===== src/rtl/mem_tid_pkg.sv =====
// Shared types, default sizing and elaboration checks for the memory TID allocator.
package mem_tid_pkg;

    localparam int unsigned MemTidWidth          = 4;
    localparam int unsigned MaxOutstandingStores = 7;
    localparam int unsigned MemTidChannels       = 2;
    localparam int unsigned MemTidChIdxWidth     = (MemTidChannels > 1) ? $clog2(MemTidChannels) : 1;

    typedef logic [MemTidWidth-1:0]      tid_t;
    typedef logic [MemTidChIdxWidth-1:0] ch_idx_t;
    typedef logic [MemTidWidth:0]        tid_cnt_t;

    // The cap must be reachable with the available TID space and never zero.
    function automatic bit max_outstanding_ok(input int unsigned max_out,
                                              input int unsigned tid_width);
        return (max_out >= 1) && (max_out <= (32'd1 << tid_width));
    endfunction

    function automatic bit nr_channels_ok(input int unsigned nr_channels);
        return (nr_channels >= 1) && (nr_channels <= 8);
    endfunction

endpackage


===== src/rtl/mem_tid_allocator_if.sv =====
// Allocation / release handshake bundle between requesters and the TID allocator.
interface mem_tid_allocator_if #(
    parameter int unsigned NrChannels = 2,
    parameter int unsigned TidWidth   = 4,
    parameter int unsigned ChIdxWidth = (NrChannels > 1) ? $clog2(NrChannels) : 1
);
    logic [NrChannels-1:0] alloc_valid_i;
    logic [NrChannels-1:0] alloc_ready_o;
    logic [TidWidth-1:0]   alloc_tid_o;
    logic                  drain_i;
    logic                  release_valid_i;
    logic [TidWidth-1:0]   release_tid_i;
    logic [ChIdxWidth-1:0] release_owner_o;

    modport slave (
        input  alloc_valid_i, drain_i, release_valid_i, release_tid_i,
        output alloc_ready_o, alloc_tid_o, release_owner_o
    );

    modport master (
        output alloc_valid_i, drain_i, release_valid_i, release_tid_i,
        input  alloc_ready_o, alloc_tid_o, release_owner_o
    );
endinterface


===== src/rtl/mem_tid_rr_arb.sv =====
// Round-robin arbiter: one-hot grant starting at the pointer, pointer advances past the winner.
module mem_tid_rr_arb #(
    parameter int unsigned NrChannels = 2,
    parameter int unsigned ChIdxWidth = (NrChannels > 1) ? $clog2(NrChannels) : 1
) (
    input  logic                  clk_i,
    input  logic                  rst_i,
    input  logic                  en_i,
    input  logic [NrChannels-1:0] req_i,
    output logic [NrChannels-1:0] gnt_o,
    output logic [ChIdxWidth-1:0] idx_o
);
    logic [ChIdxWidth-1:0] ptr_q;
    logic [ChIdxWidth-1:0] ptr_d;
    logic                  found;

    // Scan requesters in rotated order from the pointer; first one wins.
    always_comb begin
        gnt_o = '0;
        idx_o = '0;
        found = 1'b0;
        for (int unsigned k = 0; k < NrChannels; k++) begin
            for (int unsigned c = 0; c < NrChannels; c++) begin
                if (en_i && !found && req_i[c] &&
                    (((int'(ptr_q) + k) % NrChannels) == c)) begin
                    gnt_o[c] = 1'b1;
                    idx_o    = ChIdxWidth'(c);
                    found    = 1'b1;
                end
            end
        end
        ptr_d = found ? ChIdxWidth'((int'(idx_o) + 1) % NrChannels) : ptr_q;
    end

    // Pointer holds unless a grant was issued.
    always_ff @(posedge clk_i or posedge rst_i) begin
        if (rst_i) ptr_q <= '0;
        else       ptr_q <= ptr_d;
    end
endmodule


===== src/rtl/mem_tid_allocator.sv =====
// Shared transaction-ID allocator: arbitrates channels, hands out the lowest free TID,
// tracks the owning channel per TID and enforces an outstanding cap.
module mem_tid_allocator
    import mem_tid_pkg::*;
#(
    parameter int unsigned NrChannels     = MemTidChannels,
    parameter int unsigned TidWidth       = MemTidWidth,
    parameter int unsigned MaxOutstanding = MaxOutstandingStores,
    parameter int unsigned ChIdxWidth     = (NrChannels > 1) ? $clog2(NrChannels) : 1
) (
    input  logic                clk_i,
    input  logic                rst_i,
    mem_tid_allocator_if.slave  bus,
    output logic [TidWidth:0]   outstanding_o,
    output logic                full_o,
    output logic                idle_o,
    output logic                err_double_release_o
);
    localparam int unsigned NrTids = 1 << TidWidth;

    if (!max_outstanding_ok(MaxOutstanding, TidWidth)) begin : g_bad_max_outstanding
        $error("MaxOutstanding must be within 1..2**TidWidth");
    end
    if (!nr_channels_ok(NrChannels)) begin : g_bad_nr_channels
        $error("NrChannels must be within 1..8");
    end

    logic [NrTids-1:0]     free_q;
    logic [ChIdxWidth-1:0] owner_q [NrTids];
    logic [TidWidth:0]     cnt_q;
    logic [TidWidth:0]     cnt_d;
    logic                  err_q;

    logic                  grant_en;
    logic [NrChannels-1:0] gnt;
    logic [ChIdxWidth-1:0] win_idx;
    logic [TidWidth-1:0]   free_tid;
    logic                  free_found;
    logic                  alloc_fire;
    logic                  release_hit;
    logic                  release_miss;

    assign full_o   = (cnt_q == (TidWidth + 1)'(MaxOutstanding));
    assign idle_o   = (cnt_q == '0);
    // Grants are suppressed while reset is held so the ready lines read 0 asynchronously.
    assign grant_en = !rst_i && !bus.drain_i && !full_o && (|free_q);

    mem_tid_rr_arb #(
        .NrChannels (NrChannels),
        .ChIdxWidth (ChIdxWidth)
    ) i_rr_arb (
        .clk_i (clk_i),
        .rst_i (rst_i),
        .en_i  (grant_en),
        .req_i (bus.alloc_valid_i),
        .gnt_o (gnt),
        .idx_o (win_idx)
    );

    // Lowest-index free TID from the registered bitmap, so a same-cycle release is not reissued.
    always_comb begin
        free_tid   = '0;
        free_found = 1'b0;
        for (int unsigned i = 0; i < NrTids; i++) begin
            if (!free_found && free_q[i]) begin
                free_tid   = TidWidth'(i);
                free_found = 1'b1;
            end
        end
    end

    assign alloc_fire   = |gnt;
    assign release_hit  = bus.release_valid_i && !free_q[bus.release_tid_i];
    assign release_miss = bus.release_valid_i &&  free_q[bus.release_tid_i];

    assign bus.alloc_ready_o      = gnt;
    assign bus.alloc_tid_o        = free_tid;
    assign bus.release_owner_o    = owner_q[bus.release_tid_i];
    assign outstanding_o          = cnt_q;
    assign err_double_release_o   = err_q;

    // Net counter change: an allocation and a release in the same cycle cancel out.
    always_comb begin
        cnt_d = cnt_q;
        if (alloc_fire && !release_hit)      cnt_d = cnt_q + 1'b1;
        else if (!alloc_fire && release_hit) cnt_d = cnt_q - 1'b1;
    end

    // Bitmap, owner table, counter and error pulse update.
    always_ff @(posedge clk_i or posedge rst_i) begin
        if (rst_i) begin
            free_q  <= '1;
            owner_q <= '{default: '0};
            cnt_q   <= '0;
            err_q   <= 1'b0;
        end else begin
            if (alloc_fire) begin
                free_q[free_tid]  <= 1'b0;
                owner_q[free_tid] <= win_idx;
            end
            if (release_hit) free_q[bus.release_tid_i] <= 1'b1;
            cnt_q <= cnt_d;
            err_q <= release_miss;
        end
    end
endmodule


===== src/flat_wrapper.sv =====
// flat-port wrapper written by rule: the top's interface ports become plain ports
module mem_tid_allocator_flat import mem_tid_pkg::*;
#(
    parameter int unsigned NrChannels     = MemTidChannels,
    parameter int unsigned TidWidth       = MemTidWidth,
    parameter int unsigned MaxOutstanding = MaxOutstandingStores,
    parameter int unsigned ChIdxWidth     = (NrChannels > 1) ? $clog2(NrChannels) : 1
)
  (clk_i, rst_i, outstanding_o, full_o, idle_o, err_double_release_o, bus_alloc_valid_i, bus_drain_i, bus_release_valid_i, bus_release_tid_i, bus_alloc_ready_o, bus_alloc_tid_o, bus_release_owner_o);
  mem_tid_allocator_if #(.NrChannels(NrChannels), .TidWidth(TidWidth), .ChIdxWidth(ChIdxWidth)) bus_i ();
  input  logic clk_i;
  input  logic rst_i;
  output logic [TidWidth:0] outstanding_o;
  output logic full_o;
  output logic idle_o;
  output logic err_double_release_o;
  input wire logic [$bits(bus_i.alloc_valid_i)-1:0] bus_alloc_valid_i;
  input wire logic [$bits(bus_i.drain_i)-1:0] bus_drain_i;
  input wire logic [$bits(bus_i.release_valid_i)-1:0] bus_release_valid_i;
  input wire logic [$bits(bus_i.release_tid_i)-1:0] bus_release_tid_i;
  output wire logic [$bits(bus_i.alloc_ready_o)-1:0] bus_alloc_ready_o;
  output wire logic [$bits(bus_i.alloc_tid_o)-1:0] bus_alloc_tid_o;
  output wire logic [$bits(bus_i.release_owner_o)-1:0] bus_release_owner_o;
  assign bus_i.alloc_valid_i = bus_alloc_valid_i;
  assign bus_i.drain_i = bus_drain_i;
  assign bus_i.release_valid_i = bus_release_valid_i;
  assign bus_i.release_tid_i = bus_release_tid_i;
  assign bus_alloc_ready_o = bus_i.alloc_ready_o;
  assign bus_alloc_tid_o = bus_i.alloc_tid_o;
  assign bus_release_owner_o = bus_i.release_owner_o;
  mem_tid_allocator #(.NrChannels(NrChannels), .TidWidth(TidWidth), .MaxOutstanding(MaxOutstanding), .ChIdxWidth(ChIdxWidth)) u_core (.clk_i(clk_i), .rst_i(rst_i), .bus(bus_i), .outstanding_o(outstanding_o), .full_o(full_o), .idle_o(idle_o), .err_double_release_o(err_double_release_o));
endmodule

===== config.mk =====
export PLATFORM = sky130hd
export DESIGN_NAME = mem_tid_allocator_flat
export DESIGN_NICKNAME = d
export VERILOG_FILES = /design/src/rtl/mem_tid_pkg.sv /design/src/rtl/mem_tid_allocator_if.sv /design/src/rtl/mem_tid_rr_arb.sv /design/src/rtl/mem_tid_allocator.sv /design/src/flat_wrapper.sv
export SDC_FILE = /design/constraint.sdc
export NUM_CORES = 1
export LEC_CHECK = 0
export ABC_AREA = 1
export BUFFER_PORTS_ARGS = -buffer_cell sky130_fd_sc_hd__buf_2
export CORE_ASPECT_RATIO = 1.1
export CORE_MARGIN = 5
export CORE_UTILIZATION = 40
export DETAILED_ROUTE_END_ITERATION = 8
export GPL_ROUTABILITY_DRIVEN = 0
export PLACE_DENSITY = 0.72
export SETUP_SLACK_MARGIN = 0.02
export SLEW_MARGIN = 25
export SYNTH_ARGS = -nofsm -noshare
export SYNTH_HDL_FRONTEND = slang
export SYNTH_SLANG_ARGS = --single-unit

===== constraint.sdc =====
create_clock -name clk_i -period 2.7 [get_ports clk_i]
set_clock_uncertainty 0.15 [all_clocks]
set_input_delay 0.405 -clock clk_i [delete_from_list [all_inputs] [get_ports clk_i]]
set_output_delay 0.405 -clock clk_i [all_outputs]
set_load 0.005 [all_outputs]

==> metrics.csv <==
metric,value,unit
"most used cell, CP",nand2_1,
most instantiated library cell after synthesis,nand2_1,
"Async S/R FF share, synth",1.00,
Die Footprint,8020,um2
Area contributors post-synth,"dfrtp_1 (23%), dfstp_2 (17%), nand2_1 (11%), inv_1 (5.3%), nor2_1 (4.2%)",
dominant delay contributor by cell family on the critical path,simple AND/OR/NAND/NOR gates,
Synth-to-Final Area Change,25.3,%
register bit total from synthesis,39,
post-synthesis net count,335,
Final Power,2.80,mW
Synth Flop Type,dfrtp_1,
Worst-path clk slew,0.07,ns
Worst Path Max Fanout,3,
CP Data Required Time,2.76,ns
final worst path period share,0.974,
Die H,93.5,um
Root Buffer,clkbuf_8,
Slew @ Worst Pin,0.500,ns
IO Port Bufs,24,
first-pass GRT wire length,11100,um
"EDFF count, synth",0,
layout cells sized above 1,0.367,
largest net degree at the start of global routing,40,
placed cell area,2870,um2
Initial Util,0.411,
Hold WC Path Type,in2async,
Congestion Overflow GR,0,
Die X-Extent,85.9,um
antenna cell count,0,
Max VDD drop,0.000415,V
DR WL/cell,15.1,um
initial antenna violation count,0,
critical path endpoint category,flop,
worst slack at placement,-0.106,ns
Static Leak,1.48,nW
result of the run,"finished, final reports clean",
via count of the first global-routing pass,2350,
All-Layer GR Usage,0.172,
post-route setup TNS,0,ns
ANT nets after route,0,
Max Cap Viol,0,
register area share after synthesis,0.393,
clock buffer count from CTS,5,
"Slew Viols, Final",0,
Longest Clk Path Bufs,2,
crit path max-delay cell type,dfstp_2,
first drt pass iteration count,5,
CP cell instances,"a22o_1, o21ai_1, nand2_1, nor2_2, nand2_2, ha_4, buf_4, fa_2, inv_1, nand2_1, nand2_1, a21oi_2, nand2_1, nand2_1, nor2_2, xor2_1",
synthesized instance count,319,
DRC,0,
hold-fix buffers at CTS,0,
Slew HR,0.667,
HPWL Detailed,5070,um
# IOs,25,
Netlist cell types,40,
H-tree depth,2,
Vias/cell,5.45,
"top cells by count, synth","nand2_1 (75), inv_1 (36), nor2_1 (28)",
fmax,380,MHz
row count,30,
core area,6160,um2
WHS,0.102,ns
PD cells,884,nW/um2
via count,2511,
nets@finish,396,
top-area cell type share of the netlist area,0.227,
RSZ-0062 raised after global routing,true,
initial drt markers,321,
Ys Warns,0,
CTS Sinks,39,
Final Hold Vio Count,0,
CTS tree,built,
"Arr. time, crit path",2.69,ns
setup ws final,0.0697,ns
CP Launch Type,flop,
kind of critical path,reg2reg,
fin crit period,2.63,ns
Worst Path Buf+Inv,2,
syn avg cell area,7.94,um2
Final Setup Violations,0,
Synth area leader,dfrtp_1,
Worst-Skew Late Latency,0.29,ns
CP max stage delay,0.40,ns
Routed WL,6970,um
Netlist Area Pre-Place,2530,um2
Finished Cell Area,3170,um2
==> cell usage in the layout (no fill, tap or decap), drive strengths merged, types with 2 or more instances in the layout <==
cell type,netlist,routed
nand2,82,82
buf,6,62
o21ai,39,39
inv,39,38
nor2,38,38
nand3,27,27
dfrtp,23,23
dfstp,16,16
a22oi,12,12
clkbuf,2,7
nand4,5,5
ha,5,5
o31ai,3,3
nor3,3,3
o22ai,3,3
a22o,2,2
a31oi,2,2
a21oi,2,2
or2,2,2
==> path summary, 6_finish.rpt <==
kind                                                to                start  cells after the start  slack [ns]
max                            u_core.outstanding_o[4]    u_core.free_q[12]                     16        0.07
min                            u_core.outstanding_o[2]                rst_i                      3        0.10
max reg2reg                    u_core.outstanding_o[4]    u_core.free_q[12]                     16        0.07
min reg2reg                          u_core.owner_q[1]    u_core.owner_q[1]                      2        0.34
max in group asynchronous             u_core.free_q[9]                rst_i                      3        1.92
min in group clk_i         u_core.err_double_release_o  bus_release_valid_i                      3        0.21
==> state kept, by name, summed over array words and instances, names as in the netlist <==
| signal | flops |
|---|---|
| u_core.i_rr_arb.ptr_q | 1 |
| u_core.err_double_release_o | 1 |
| u_core.owner_q | 16 |
| u_core.free_q | 16 |
| u_core.outstanding_o | 5 |
==> cells by family (layout without fill, tap and decap cells) <==
logic type                 Yosys count  after routing  synth area share
AOI/OAI and AO/OA                   66             66             0.158
adders and majority gates            6              6            0.0326
and+or+nand+nor                    159            159             0.323
xor gates and xnor gates             2              2           0.00692
buffers and inverters               47            109            0.0860
DFF                                 39             39             0.393
==> per-stage QoR <==
stage / cells / util
after floorplan: 319 / -
after global placement: 440 / 0.467
after detailed placement: 440 / 0.467
after CTS: 448 / 0.480
after global routing: 461 / 0.515
final: 461 / 0.515
==> report_power, final <==
part           switching (mW)  total (mW)  internal, mW
logic                   0.750        1.36         0.606
clock network           0.207       0.389         0.182
registers               0.222        1.06         0.838
total                    1.18        2.80          1.63
==> worst register-to-register path: stages (launching register included) <==
cell	delay, ns
dfstp_2	0.40
a22o_1	0.22
o21ai_1	0.12
nand2_1	0.08
nor2_2	0.14
nand2_2	0.11
ha_4	0.18
buf_4	0.13
fa_2	0.36
inv_1	0.08
nand2_1	0.06
nand2_1	0.07
a21oi_2	0.06
nand2_1	0.06
nand2_1	0.06
nor2_2	0.11
xor2_1	0.16
==> final cells by class <==
class	count	area, um2
inverter	39	155
tap	80	100
timing repair buffer	62	405
fill	592	2980
multi-input combinational	233	1440
clock inverter	1	5.00
clock buffer	7	76.3
sequential	39	996
==> metal layers <==
layer  share of wire  up-vias  global-route usage
met5               0        -                   0
met2            0.49      116               0.272
li1                -     1181                   -
met4           0.015        0              0.0646
met1            0.42     1202               0.238
met3           0.074       12              0.0247
==> repair_timing <==
| item | in CTS | in global routing |
|---|---|---|
| buffers inserted | 0 | 15 |
| hold endpoints to repair | 0 | 0 |
| setup endpoints to repair | 0 | 2 |
| gates resized for setup | 0 | 30 |
No activity file was read; power rests on OpenSTA's default activity.
